## config.mk

```make
export PLATFORM = sky130hd
export DESIGN_NAME = uart_rx_fifo
export DESIGN_NICKNAME = d
export VERILOG_FILES = /design/src/rtl/uart_pkg.sv /design/src/rtl/uart_sync_fifo.sv /design/src/rtl/uart_rx_fifo.sv
export SDC_FILE = /design/constraint.sdc
export NUM_CORES = 1
export LEC_CHECK = 0
export ABC_AREA = 1
export CORE_UTILIZATION = 65
export CTS_BUF_LIST = sky130_fd_sc_hd__clkbuf_16
export DETAILED_ROUTE_END_ITERATION = 10
export GPL_ROUTABILITY_DRIVEN = 1
export PLACE_DENSITY = 0.83
export SYNTH_ARGS = -nofsm -noshare
export SYNTH_HDL_FRONTEND = slang
export SYNTH_SLANG_ARGS = --single-unit
```

## constraint.sdc

```tcl
create_clock -name clk -period 5.98 [get_ports clk]
set_input_delay 0.598 -clock clk [delete_from_list [all_inputs] [get_ports clk]]
set_output_delay 0.598 -clock clk [all_outputs]
set_load 0.01 [all_outputs]
```

## src/rtl/uart_pkg.sv

```systemverilog
// ---------------------------------------------------------------------------
// uart_pkg
// Shared constants, types and helpers for the UART receive path.
//   DEPTH_DEFAULT  default receive FIFO depth (power of two)
//   ENTRY_W        stored entry width: {parity_err, frame_err, data[7:0]}
//   TRIG_LVL_*     receive FIFO trigger levels selected by fcr_trig
//   trig_level()   fcr_trig -> trigger level in entries
//   timeout_limit() lcr -> character timeout in baud ticks (4 char times)
// ---------------------------------------------------------------------------
package uart_pkg;

    localparam int DEPTH_DEFAULT = 16;
    localparam int ENTRY_W       = 10;

    localparam int TRIG_LVL_1  = 1;
    localparam int TRIG_LVL_4  = 4;
    localparam int TRIG_LVL_8  = 8;
    localparam int TRIG_LVL_14 = 14;

    typedef struct packed {
        logic       pe;
        logic       fe;
        logic [7:0] data;
    } rx_entry_t;

    typedef enum logic [1:0] {
        TRIG_1  = 2'b00,
        TRIG_4  = 2'b01,
        TRIG_8  = 2'b10,
        TRIG_14 = 2'b11
    } trig_sel_e;

    function automatic logic [4:0] trig_level(input logic [1:0] sel);
        case (trig_sel_e'(sel))
            TRIG_1:  return 5'(TRIG_LVL_1);
            TRIG_4:  return 5'(TRIG_LVL_4);
            TRIG_8:  return 5'(TRIG_LVL_8);
            default: return 5'(TRIG_LVL_14);
        endcase
    endfunction

    // Only lcr[3:0] shape the character: [1:0] word length - 5,
    // [2] extra stop bit, [3] parity enable.
    function automatic logic [5:0] timeout_limit(input logic [3:0] lcr_lo);
        logic [5:0] char_bits;
        // 6 = start bit + the 5-bit minimum word length
        char_bits = 6'd6 + 6'(lcr_lo[1:0]) + 6'(lcr_lo[3]) + (lcr_lo[2] ? 6'd2 : 6'd1);
        return char_bits << 2;
    endfunction

endpackage

```

## src/rtl/uart_sync_fifo.sv

```systemverilog
// ---------------------------------------------------------------------------
// uart_sync_fifo
// Single-clock circular FIFO: storage, read/write pointers, occupancy.
// The caller qualifies wr_i/rd_i (no write when full unless also reading,
// no read when empty); simultaneous wr_i and rd_i keep the count steady.
//   clk_i, rst_i       clock, synchronous active-high reset
//   clr_i              flush pointers and count
//   wr_i, din_i        push din_i at the tail
//   rd_i               drop the head entry
//   dout_o             head entry, zero when empty
//   count_o            entries held (0..DEPTH)
//   full_o, empty_o    occupancy flags
//   flags_o, valid_o   top FLAG_W bits of every slot plus a per-slot
//                      occupancy mask, for status summaries
// ---------------------------------------------------------------------------
module uart_sync_fifo
    import uart_pkg::*;
#(
    parameter  int DEPTH  = DEPTH_DEFAULT,
    parameter  int W      = ENTRY_W,
    parameter  int FLAG_W = 2,
    localparam int AW     = $clog2(DEPTH),
    localparam int CW     = AW + 1
) (
    input  logic                          clk_i,
    input  logic                          rst_i,
    input  logic                          clr_i,
    input  logic                          wr_i,
    input  logic                          rd_i,
    input  logic [W-1:0]                  din_i,
    output logic [W-1:0]                  dout_o,
    output logic [CW-1:0]                 count_o,
    output logic                          full_o,
    output logic                          empty_o,
    output logic [DEPTH-1:0][FLAG_W-1:0]  flags_o,
    output logic [DEPTH-1:0]              valid_o
);

    logic [DEPTH-1:0][W-1:0] mem_q;
    logic [AW-1:0]           wr_ptr_q, rd_ptr_q;
    logic [CW-1:0]           count_q;

    // NOTE: sequential state uses non-blocking assignments so every register
    // samples the pre-edge values, independent of statement order.
    always_ff @(posedge clk_i) begin
        if (rst_i || clr_i) begin
            wr_ptr_q <= '0;
            rd_ptr_q <= '0;
            count_q  <= '0;
        end else begin
            if (wr_i) wr_ptr_q <= wr_ptr_q + AW'(1);
            if (rd_i) rd_ptr_q <= rd_ptr_q + AW'(1);
            case ({wr_i, rd_i})
                2'b10:   count_q <= count_q + CW'(1);
                2'b01:   count_q <= count_q - CW'(1);
                default: count_q <= count_q;
            endcase
        end
    end

    // NOTE: storage has no reset; stale words are never visible because
    // validity comes from the pointers and count, which are reset.
    always_ff @(posedge clk_i) begin
        if (wr_i) mem_q[wr_ptr_q] <= din_i;
    end

    // NOTE: combinational outputs get a default before any conditional
    // assignment so no path leaves them unassigned (no latches).
    always_comb begin
        logic [AW-1:0] off;
        off     = '0;
        valid_o = '0;
        flags_o = '0;
        for (int i = 0; i < DEPTH; i++) begin
            off        = AW'(i) - rd_ptr_q;
            valid_o[i] = ({1'b0, off} < count_q);
            flags_o[i] = mem_q[i][W-1 -: FLAG_W];
        end
    end

    assign empty_o = (count_q == '0);
    assign full_o  = (count_q == CW'(DEPTH));
    assign count_o = count_q;
    assign dout_o  = empty_o ? '0 : mem_q[rd_ptr_q];

endmodule

```

## src/rtl/uart_rx_fifo.sv

```systemverilog
// ---------------------------------------------------------------------------
// uart_rx_fifo
// UART receive FIFO with overrun, error summary, trigger level and
// character-timeout interrupt.
//   clk, rst                       clock, synchronous active-high reset
//   rbr, rbr_full                  received byte, one-cycle "char complete"
//   frame_err, parity_err          receiver error flags (frame_err may lead)
//   baud_tick                      one pulse per bit period
//   lcr                            line control (word length, parity, stop)
//   fcr_en, fcr_rx_clr, fcr_trig   FIFO enable, flush pulse, trigger select
//   rd_en, lsr_rd                  host reads of RBR and LSR
//   dout, dout_fe, dout_pe         head entry, zero when empty
//   count, data_ready              occupancy, count != 0
//   overrun, err_in_fifo           sticky overrun, any stored FE/PE
//   trig_hit, timeout_irq          trigger reached, character timeout
// ---------------------------------------------------------------------------
module uart_rx_fifo
    import uart_pkg::*;
#(
    parameter int DEPTH = DEPTH_DEFAULT
) (
    input  logic       clk,
    input  logic       rst,
    input  logic [7:0] rbr,
    input  logic       rbr_full,
    input  logic       frame_err,
    input  logic       parity_err,
    input  logic       baud_tick,
    input  logic [7:0] lcr,
    input  logic       fcr_en,
    input  logic       fcr_rx_clr,
    input  logic [1:0] fcr_trig,
    input  logic       rd_en,
    input  logic       lsr_rd,
    output logic [7:0] dout,
    output logic       dout_fe,
    output logic       dout_pe,
    output logic [4:0] count,
    output logic       data_ready,
    output logic       overrun,
    output logic       err_in_fifo,
    output logic       trig_hit,
    output logic       timeout_irq
);

    localparam int CW = $clog2(DEPTH) + 1;

    rx_entry_t               head, wr_entry;
    logic [DEPTH-1:0][1:0]   flags;
    logic [DEPTH-1:0]        valid;
    logic [CW-1:0]           fifo_count;
    logic                    fifo_full, fifo_empty, fifo_wr, fifo_rd;
    logic                    flush, pop, push, holding_full, ovr_set, err_any;
    logic                    fcr_en_q;
    logic                    fe_pend_q, fe_pend_d;
    logic                    overrun_q, overrun_d;
    logic [5:0]              tmo_q, tmo_d, tmo_limit;
    logic                    unused_lcr_hi;

    // Break/stick-parity/DLAB bits do not change the received frame length.
    assign unused_lcr_hi = ^lcr[7:4];

    uart_sync_fifo #(
        .DEPTH  (DEPTH),
        .W      (ENTRY_W),
        .FLAG_W (2)
    ) u_fifo (
        .clk_i   (clk),
        .rst_i   (rst),
        .clr_i   (flush),
        .wr_i    (fifo_wr),
        .rd_i    (fifo_rd),
        .din_i   (wr_entry),
        .dout_o  (head),
        .count_o (fifo_count),
        .full_o  (fifo_full),
        .empty_o (fifo_empty),
        .flags_o (flags),
        .valid_o (valid)
    );

    always_comb begin
        // Toggling the FIFO enable flushes just like an explicit clear, and
        // a flush swallows any same-cycle write or pop.
        flush        = fcr_rx_clr | (fcr_en ^ fcr_en_q);
        pop          = rd_en & ~fifo_empty & ~flush;
        push         = rbr_full & ~flush;
        // With the FIFO disabled the store behaves as a single holding reg.
        holding_full = fcr_en ? fifo_full : ~fifo_empty;
        ovr_set      = push & holding_full & ~pop;
        // Overrun in FIFO mode drops the new byte; in holding mode the new
        // byte replaces the old one, done as a paired pop+push.
        fifo_wr      = push & (~ovr_set | ~fcr_en);
        fifo_rd      = pop | (ovr_set & ~fcr_en);

        wr_entry      = '0;
        wr_entry.pe   = parity_err;
        wr_entry.fe   = fe_pend_q | frame_err;
        wr_entry.data = rbr;

        fe_pend_d = (flush | rbr_full) ? 1'b0 : (fe_pend_q | frame_err);
        overrun_d = ovr_set ? 1'b1 : (lsr_rd ? 1'b0 : overrun_q);

        tmo_limit = timeout_limit(lcr[3:0]);
        tmo_d     = tmo_q;
        if (flush | push | pop) begin
            tmo_d = '0;
        end else if (baud_tick & fcr_en & ~fifo_empty & (tmo_q < tmo_limit)) begin
            tmo_d = tmo_q + 6'd1;
        end

        err_any = 1'b0;
        for (int i = 0; i < DEPTH; i++) begin
            err_any = err_any | (valid[i] & (|flags[i]));
        end
    end

    always_ff @(posedge clk) begin
        fcr_en_q <= fcr_en;
        if (rst) begin
            fe_pend_q <= 1'b0;
            overrun_q <= 1'b0;
            tmo_q     <= '0;
        end else begin
            fe_pend_q <= fe_pend_d;
            overrun_q <= overrun_d;
            tmo_q     <= tmo_d;
        end
    end

    assign dout        = head.data;
    assign dout_fe     = head.fe;
    assign dout_pe     = head.pe;
    assign count       = 5'(fifo_count);
    assign data_ready  = ~fifo_empty;
    assign overrun     = overrun_q;
    assign err_in_fifo = err_any;
    assign trig_hit    = fcr_en & (count >= trig_level(fcr_trig));
    assign timeout_irq = (tmo_q == tmo_limit);

endmodule

```

== Yosys cells after proc, flatten, opt, wreduce, memory -nomap -nowiden ==
Index checks and enable logic that the tools add are counted.

* Register bits after elaboration: 182
* Input port bits: 28
* Logic and storage cells: 165

* Add/sub/neg operators: 24
* Order comparisons: 21
* Equality and inequality tests: 6
* Mux-type cells: 12
* Bitwise logic cells: 55
* Reductions and logical operators: 24

{| class="wikitable"
|+ Operator list
! kind !! count
|-
| bitwise mux 160 bit || 1
|-
| < comparator 4 x 5 -> 1 bit || 16
|-
| binary-select mux 10 bit (select 4 bit) || 1
|-
| demux 10 bit (select 4 bit) || 1
|-
| OR reduction 2 bit || 18
|-
| subtractor 4 bit, first input constant || 8
|-
| two-way mux 10 bit || 3
|-
| bitwise AND 1 bit || 27
|-
| OR 1 bit || 22
|-
| subtractor 3 x 4 -> 4 bit, first input constant || 4
|-
| case mux 4 bit (3 select lines) || 1
|-
| < comparator 4 x 5 -> 1 bit, second input constant || 2
|-
| case mux 5 bit (2 select lines) || 1
|-
| adder 4 x 1 -> 4 bit, second input constant || 2
|-
| subtractor 1 x 4 -> 4 bit, first input constant || 2
|-
| subtractor 2 x 4 -> 4 bit, first input constant || 2
|-
| adder 6 x 1 -> 6 bit, second input constant || 1
|-
| == test 6 bit || 1
|-
| < comparator 6 bit || 1
|-
| adder 5 x 1 -> 5 bit, second input constant || 1
|-
| == test 5 bit, second input constant || 1
|-
| >= comparator 5 bit || 1
|-
| zero test 5 bit || 1
|-
| inverter 1 bit || 5
|-
| other kinds (14) || 19
|}

== Logic depth before layout (Yosys ltp) ==
Gate-level depths: netlist (run 1).

* Word-level depth: 18
* Mapped depth: 18

== Hierarchy ==
From an unflattened synthesis (run 1), not the netlist that was laid out.

* Cell total of the unflattened synthesis: 1,166
* Area total of the unflattened synthesis: 10,045.9 um2

{| class="wikitable"
|+ Modules (own cells, without submodules)
! module !! times used !! cells each !! area an instance (um2)
|-
| uart_sync_fifo || 1 || 1,019 || 9,097.5
|-
| uart_rx_fifo || 1 || 147 || 948.4
|}

== Worst setup path after synthesis (run 1) ==
Ideal clock, no wire load.

* Path type: register to output
* From: register u_fifo.rd_ptr_q[2]
* To: output port err_in_fifo
* Data arrival time: 2,430 ps
* Setup slack: 2,952 ps
* Stages on the path, launching flop included: 16
* Buffers on the path: 2
* Cells stage by stage: dfxtp_1 -> buf_2 -> buf_1 -> inv_1 -> ha_1 -> a21o_1 -> xor2_1 -> inv_1 -> ha_1 -> inv_1 -> nor2_1 -> nand3_1 -> nand4_1 -> o21ai_1 -> nor3_1 -> nand2_1

* Longest elaborated chain between the ends: 18

{| class="wikitable"
|+ RTL lines
! what !! RTL line !! text
|-
| start: declaration || uart_sync_fifo.sv:40 || <nowiki>logic [AW-1:0] wr_ptr_q, rd_ptr_q;</nowiki>
|-
| start signal: assignment || uart_sync_fifo.sv:52 || <nowiki>if (rd_i) rd_ptr_q <= rd_ptr_q + AW'(1);</nowiki>
|-
| subtractor 1 x 4 -> 4 bit || uart_sync_fifo.sv:75 || <nowiki>off = AW'(i) - rd_ptr_q;</nowiki>
|-
| < comparator 4 x 5 -> 1 bit || uart_sync_fifo.sv:76 || <nowiki>valid_o[i] = ({1'b0, off} < count_q);</nowiki>
|-
| bitwise AND 1 bit || uart_rx_fifo.sv:114 || <nowiki>err_any = err_any | (valid[i] & (|flags[i]));</nowiki>
|-
| OR 1 bit (14 in a row) || uart_rx_fifo.sv:114 ||
|-
| OR 1 bit * || uart_rx_fifo.sv:114 ||
|-
| end: declaration || uart_rx_fifo.sv:41 || <nowiki>output logic err_in_fifo,</nowiki>
|}

Mark *: on every way between the ends. The rest lies on a longest branch, timed or not.

== Worst setup path after layout (run 1) ==
* From: register u_fifo.rd_ptr_q[1]
* To: output port err_in_fifo

The elaborated chain is that of the path after synthesis.

==> metrics, run 1 <==
status completed; PostCTS Resize Cnt 0; Ports 48; vias in the first global route 6,201; synthesized net count about 1.0k; max-slew violations 0; crit path time final between 4 and 5 ns; Worst Setup Path Type reg -> out; RSZ-0062 raised after global routing no; Total Routed Length between 15,000 and 20,000 um; Min-Delay Path Class reg -> reg; hold endpoint overrun; final layout net count roughly 1.1k; Reg2Reg Depth 15; n_diodes 0; Avg WL per Cell 17.1 um; crit path from u_fifo.rd_ptr_q[1]; power consumption approximately 2600 uW; Cell Area, Synth a little over 9000 um^2; worst reg2reg endpoint u_fifo.count_o[4]; reg-to-reg setup timing slack around 2.5 ns; Final Hold Fails 0; hold path start overrun; Yosys warnings 0; antenna viol nets, final 0; DRC 0; DP Area about 9700 um^2; pwr/cell area between 200 and 300 nW/um^2; GRT Total Usage between 20 and 30%; gpl congestion 0.863; worst endpoint required time around 5.4 ns; Synth Area in Compound Gates 9.67%; Detailed Route Iter0 Violations 710; die area 14,600 um^2; fmax between 200 and 250 MHz; Die H between 100 and 150 um; initial antenna violation count 0; Design Area, Final 10,300 um^2; post-CTS setup buffer count 0; Hold Path Depth 2; Post-Syn Instances a little over 900; global-route wire length before repair 31,000 um; slew margin rel. roughly an eighth; grt ovf 0; Crit path arrival time just under 4 ns; VDD IR-drop max ~0.00022 V; Initial Util between 60 and 70%; Setup TNS Final 0 ns; Critical R2R Launch u_fifo.count_o[4]; pin count of the biggest net entering global routing 93; crit end category primary output; CTS sink cnt between 150 and 200; clock latency on the worst-skew pair between 0.4 and 0.5 ns; CTS Hold Bufs 0; Via-to-Cell Ratio about 5.8; Worst-Margin Slew about 1.3 ns; Util after Layout about 74%; CP max FO 31; final setup fails 0; clock tree buffer depth 2; reported max-cap violation count 0; share of layout cells above drive strength 1 under 10%; DR vias 6,725; input/output buffers 43; Distinct cells, synth 39; Simple-Gate Fraction of Synth Area between 10% and 20%; synthesis-stage register bit count 182; Clock transition at path regs around 0.060 ns; Tcrit/Tclk final around 76%; post-DP HPWL approximately 12,000 um; register area share after synthesis a little under three fifths; CTS tree built; CTS buffer count 17; Die X 121 um; num rows 43; core footprint about 14,000 um^2; P_leak about 0.0040 uW; root buffer cell clkbuf_16; startpoint class of the critical path flop; mux share of post-synthesis cell area 0%; adder-cell share of the synthesized area approximately 8.2%; router iterations before antenna repair 5; H-tree Lvls 4; Area Overhead vs Synth 12.3%; largest family of logic cells by synthesized area simple AND/OR/NAND/NOR gates; commonest cells after routing, fill and taps aside nand2_1, edfxtp_1, nor2_1; Avg Inst Size Synth roughly 10 um^2; xor/xnor share of the synthesized area roughly 1.3%; clk_skew roughly 0.014 ns
[worst max-delay path: stages, from the launching register on]
cell,delay [ns]
dfxtp_1,0.92
buf_4,0.49
ha_1,0.24
nand2_1,0.07
nand2_1,0.07
xor2_1,0.20
inv_1,0.08
ha_1,0.28
inv_1,0.04
nor2_1,0.11
nand3_1,0.09
nand4_1,0.08
nand2_1,0.06
nor2_1,0.08
nand2_1,0.05
nor2_1,0.09
nand2_1,0.07
clkdlybuf4s50_1,0.47
[state kept, by name (all words and copies together) (netlist names)]
name             count
tmo_q                6
fe_pend_q            1
u_fifo.count_o       5
fcr_en_q             1
u_fifo.flags_o      32
u_fifo.wr_ptr_q      4
overrun              1
u_fifo.rd_ptr_q      4
u_fifo.mem_q       128
[final cells by class]
class                      count  area (um^2)
clock buffer                  17          425
clock inverter                14          149
fill                         939         3540
inverter                      88          333
multi-input combinational    630         3410
sequential                   182         5250
tap                          180          225
timing repair buffer          52          498
[synthesized netlist by cell type]
cell       instances  area (um^2)
buf_1              2         7.51
inv_1             80          300
buf_6              1         11.3
ha_1              57          713
clkinv_1           2         7.51
edfxtp_1         160         4800
inv_4              1         6.26
xnor2_1            5         43.8
o2111ai_1          2         17.5
inv_2              5         18.8
o21bai_1           1         7.51
nand3_2            3         30.0
nand3_1           32          160
a21oi_1           27          135
dfxtp_1           22          440
clkbuf_2           3         15.0
o21a_1             1         7.51
a211oi_1           1         7.51
nand2_2            4         25.0
nor2_1           153          574
nand2_4            1         11.3
nor2_2             3         18.8
a21o_1             2         15.0
buf_2             18         90.1
nor3_1             3         15.0
or2_2             10         62.6
o22ai_1           32          200
o21ai_0           83          415
nand3b_2           1         11.3
or2_1              1         6.26
buf_4              1         7.51
nor2_4             1         11.3
xor2_1             9         78.8
and3_1             1         6.26
nand2_1          160          601
fa_1               2         40.0
o21ai_1           16         80.1
clkbuf_1          10         37.5
nand4_1           19          119
[how the worst max path moves through the flow]
stage,endpoint,slack (ns)
floorplan,err_in_fifo,2.95
global placement,err_in_fifo,2.01
detailed placement,err_in_fifo,1.97
CTS,err_in_fifo,1.53
global route,err_in_fifo,1.16
finish,err_in_fifo,1.45
[metrics by stage]
stage	hold WS [ns]	setup slack, ns	std cells
6_report	0.472	1.45	1163
4_1_cts	0.479	1.53	1163
3_3_place_gp	0.459	2.01	1132
3_5_place_dp	0.471	1.97	1132
5_1_grt	0.513	1.16	1163
2_1_floorplan	0.458	2.95	935
[logic make-up (layout without fill, tap and decap cells)]
family,Yosys count,count (layout)
XOR/XNOR,14,14
adder cells (fa/ha/maj),59,59
flip-flops,182,182
buffers and inverters,123,171
AND/OR/NAND/NOR,392,392
AO/OA/AOI/OAI,165,165
[power by group]
part,switching (uW),internal (uW)
clock network,466,617
logic,64.4,45.1
registers,2.35,1380
[routing by layer]
| metal | GRT usage (%) | routed length [um] | vias to the layer above |
|---|---|---|---|
| met1 | 37.9 | 8160 | 3109 |
| li1 | - | - | 3271 |
| met5 | 0 | 0 | - |
| met4 | 11.5 | 536 | 0 |
| met2 | 46.6 | 9530 | 299 |
| met3 | 6.04 | 1630 | 46 |
Note: power is estimated with default switching activity, not from simulation.
==> run 2, diff against run 1 <==
--- a/config.mk
+++ b/config.mk
@@ -6,11 +6,11 @@
 export NUM_CORES = 1
 export LEC_CHECK = 0
 export ABC_AREA = 1
-export CORE_UTILIZATION = 65
+export CORE_UTILIZATION = 55
 export CTS_BUF_LIST = sky130_fd_sc_hd__clkbuf_16
 export DETAILED_ROUTE_END_ITERATION = 10
 export GPL_ROUTABILITY_DRIVEN = 1
-export PLACE_DENSITY = 0.83
+export PLACE_DENSITY = 0.75
 export SYNTH_ARGS = -nofsm -noshare
 export SYNTH_HDL_FRONTEND = slang
 export SYNTH_SLANG_ARGS = --single-unit
==> constraint.sdc (replaced) <==
create_clock -name clk -period 3.7 [get_ports clk]
set_input_delay 0.37 -clock clk [delete_from_list [all_inputs] [get_ports clk]]
set_output_delay 0.37 -clock clk [all_outputs]
set_load 0.01 [all_outputs]
==> run 2 against run 1 <==
Combinational power increased by 66%; worst hold slack lost 0.0021 ns; highest routed layer unchanged; critical path depth fell by 3; register-to-register slack got worse by 1.8 ns; sequential cell count unchanged; via count up 2.2%; final area increased by 2.0%; critical endpoint unchanged.
==> metrics, run 2 (synthesis gave the netlist of run 1 again) <==
status completed; n_diodes 0 (unchanged); startpoint class of the critical path flop; antenna viol nets, final 0 (unchanged); CP max stage cell clkdlybuf4s50_1; Clock transition at path regs 0.07 ns (about the same); Initial Util 57.0% (-9.2 points); final setup fails 0 (unchanged); Tcrit/Tclk final between 90 and 100%; P_leak 0.00411 uW (+3.1%); fmax roughly 290 MHz; worst endpoint required time 3.33 ns (-2.05 ns); die area 17,200 um^2 (+18%); CP cell instances inv_1 -> ha_1 -> a21o_1 -> xor2_1 -> inv_1 -> ha_1 -> inv_1 -> nor2_1 -> nand3_1 -> nand4_1 -> o21ai_1 -> nor3_1 -> nand2_1 -> clkdlybuf4s50_1; Detailed Route Iter0 Violations 659 (-7.2%); Post-Layout Cell Count 1,221 (+5.0%); Ports 48 (unchanged); pin count of the biggest net entering global routing 92 (-1.1%); core footprint 16,100 um^2 (+16%); reported max-cap violation count 0 (unchanged); DP Area 9900 um^2 (+1.9%); Min-Delay Path Class reg -> reg; Worst Setup Path Type reg -> out; Inst Count DP 1,186 (+4.8%); crit end category primary output; Reg2Reg Depth 16 (+1); final layout net count 1,079 (+2.0%); DRC 0 (unchanged); Util after Layout 65.4% (-9.0 points); grt ovf 0 (unchanged); Largest Register u_fifo.mem_q; pwr/cell area 395 nW/um^2 (+58%); CP max FO 10 (-68%); input/output buffers 43 (unchanged); initial antenna violation count 0 (unchanged); Total Routed Length 20,600 um (+3.9%); slew margin rel. 40.3% (+27 points); Hold Path Depth 2 (unchanged); global-route wire length before repair 32,000 um (+3.1%); Final WS setup 0.292 ns (-1.16 ns); commonest cells after routing, fill and taps aside nand2_1, edfxtp_1, nor2_1; GRT Total Usage 25.5% (-3.2 points); Setup TNS Final 0 ns (unchanged); clock latency on the worst-skew pair 0.43 ns (about the same); CTS buffer count 17 (unchanged); VDD IR-drop max 0.000340 V (+58%); Via-to-Cell Ratio 5.63 (-2.6%); RSZ-0062 raised after global routing no; Final Hold Fails 0 (unchanged); clk_skew 0.00883 ns (-0.00469 ns); clock tree buffer depth 2 (unchanged); post-DP HPWL 13,200 um (+6.6%); max FFs per register 128 (unchanged); CP dominant cell by count inv_1; Post-Place Setup Slack 0.420 ns (-1.55 ns); Crit path arrival time 3.04 ns (-0.89 ns); router iterations before antenna repair 5 (unchanged); Die H 131 um (+8.6%); Design Area, Final 10,500 um^2 (+2.0%); CTS sink cnt 182 (unchanged); num rows 46 (+7.0%); Worst-Margin Slew 0.895 ns (-0.400 ns); CTS tree built; Max stage delay on crit path 0.47 ns (-0.45 ns); Avg WL per Cell 16.9 um (-1.0%); H-tree Lvls 4 (unchanged); root buffer cell clkbuf_16; max-slew violations 0 (unchanged); vias in the first global route 6,114 (-1.4%); Die X 131 um (+8.6%); crit path time final about 3.4 ns; gpl congestion 0.855 (-0.90%); Area Overhead vs Synth 14.6%; DR vias 6,874 (+2.2%); share of layout cells above drive strength 1 9.15% (+2.3 points)
## run 2: cell types whose count changed in the layout (fill, tap and decap cells not counted)
cell        change
dfxtp_1         -2
clkinvlp_4      -1
clkinv_1        -2
clkinv_8        +1
inv_6           +2
dfxtp_4         +2
clkinv_2        +1
inv_1           +1
bufinv_16       -1
buf_4          +21
## run 2: through the flow
step	hold slack, ns	power [uW]
2_1_floorplan	0.398	2370
3_3_place_gp	0.460	2460
3_5_place_dp	0.468	2470
4_1_cts	0.478	4170
5_1_grt	0.499	4270
6_report	0.470	4150
## run 2: critical path, delay by kind of cell (launching register included)
| kind | cells | cell delay (ns) |
|---|---|---|
| xor+xnor | 1 | 0.19 |
| buf+inv | 4 | 0.69 |
| compound gates | 2 | 0.24 |
| simple gates | 5 | 0.57 |
| flops | 1 | 0.42 |
| fa+ha+maj | 2 | 0.49 |
## run 2: timing repair
item / 4_1_cts / 5_1_grt
endpoints found under the setup margin: 1 / 1
hold buffers: 0 / 0
setup buffers: 0 / 3
gates resized for setup: 1 / 2
## run 2: cell type report
type                       count  area, um^2
fill                        1232        5560
sequential                   182        5250
multi-input combinational    630        3410
timing repair buffer          73         656
clock buffer                  17         425
inverter                      88         333
tap                          216         270
clock inverter                15         146
## run 2: layer usage
layer,GRT usage [%],share of wire (%),vias to the layer above
met5,0,0,-
met4,9.74,1.8,0
met3,3.94,6.9,28
met2,41.1,48,279
met1,35.1,43,3252
li1,-,-,3315
## run 2: worst paths after layout
check             slack (ns)                 to          startpoint
setup / recovery        0.29        err_in_fifo  u_fifo.rd_ptr_q[2]
hold / removal          0.47            overrun             overrun
setup reg to reg        0.72  u_fifo.count_o[4]   u_fifo.count_o[4]
hold reg to reg         0.47            overrun             overrun
## run 2: where the power goes
part / switching [uW] / internal, uW
Combinational: 107 / 74.0
Clock: 787 / 944
Sequential: 3.39 / 2240
Total: 898 / 3250
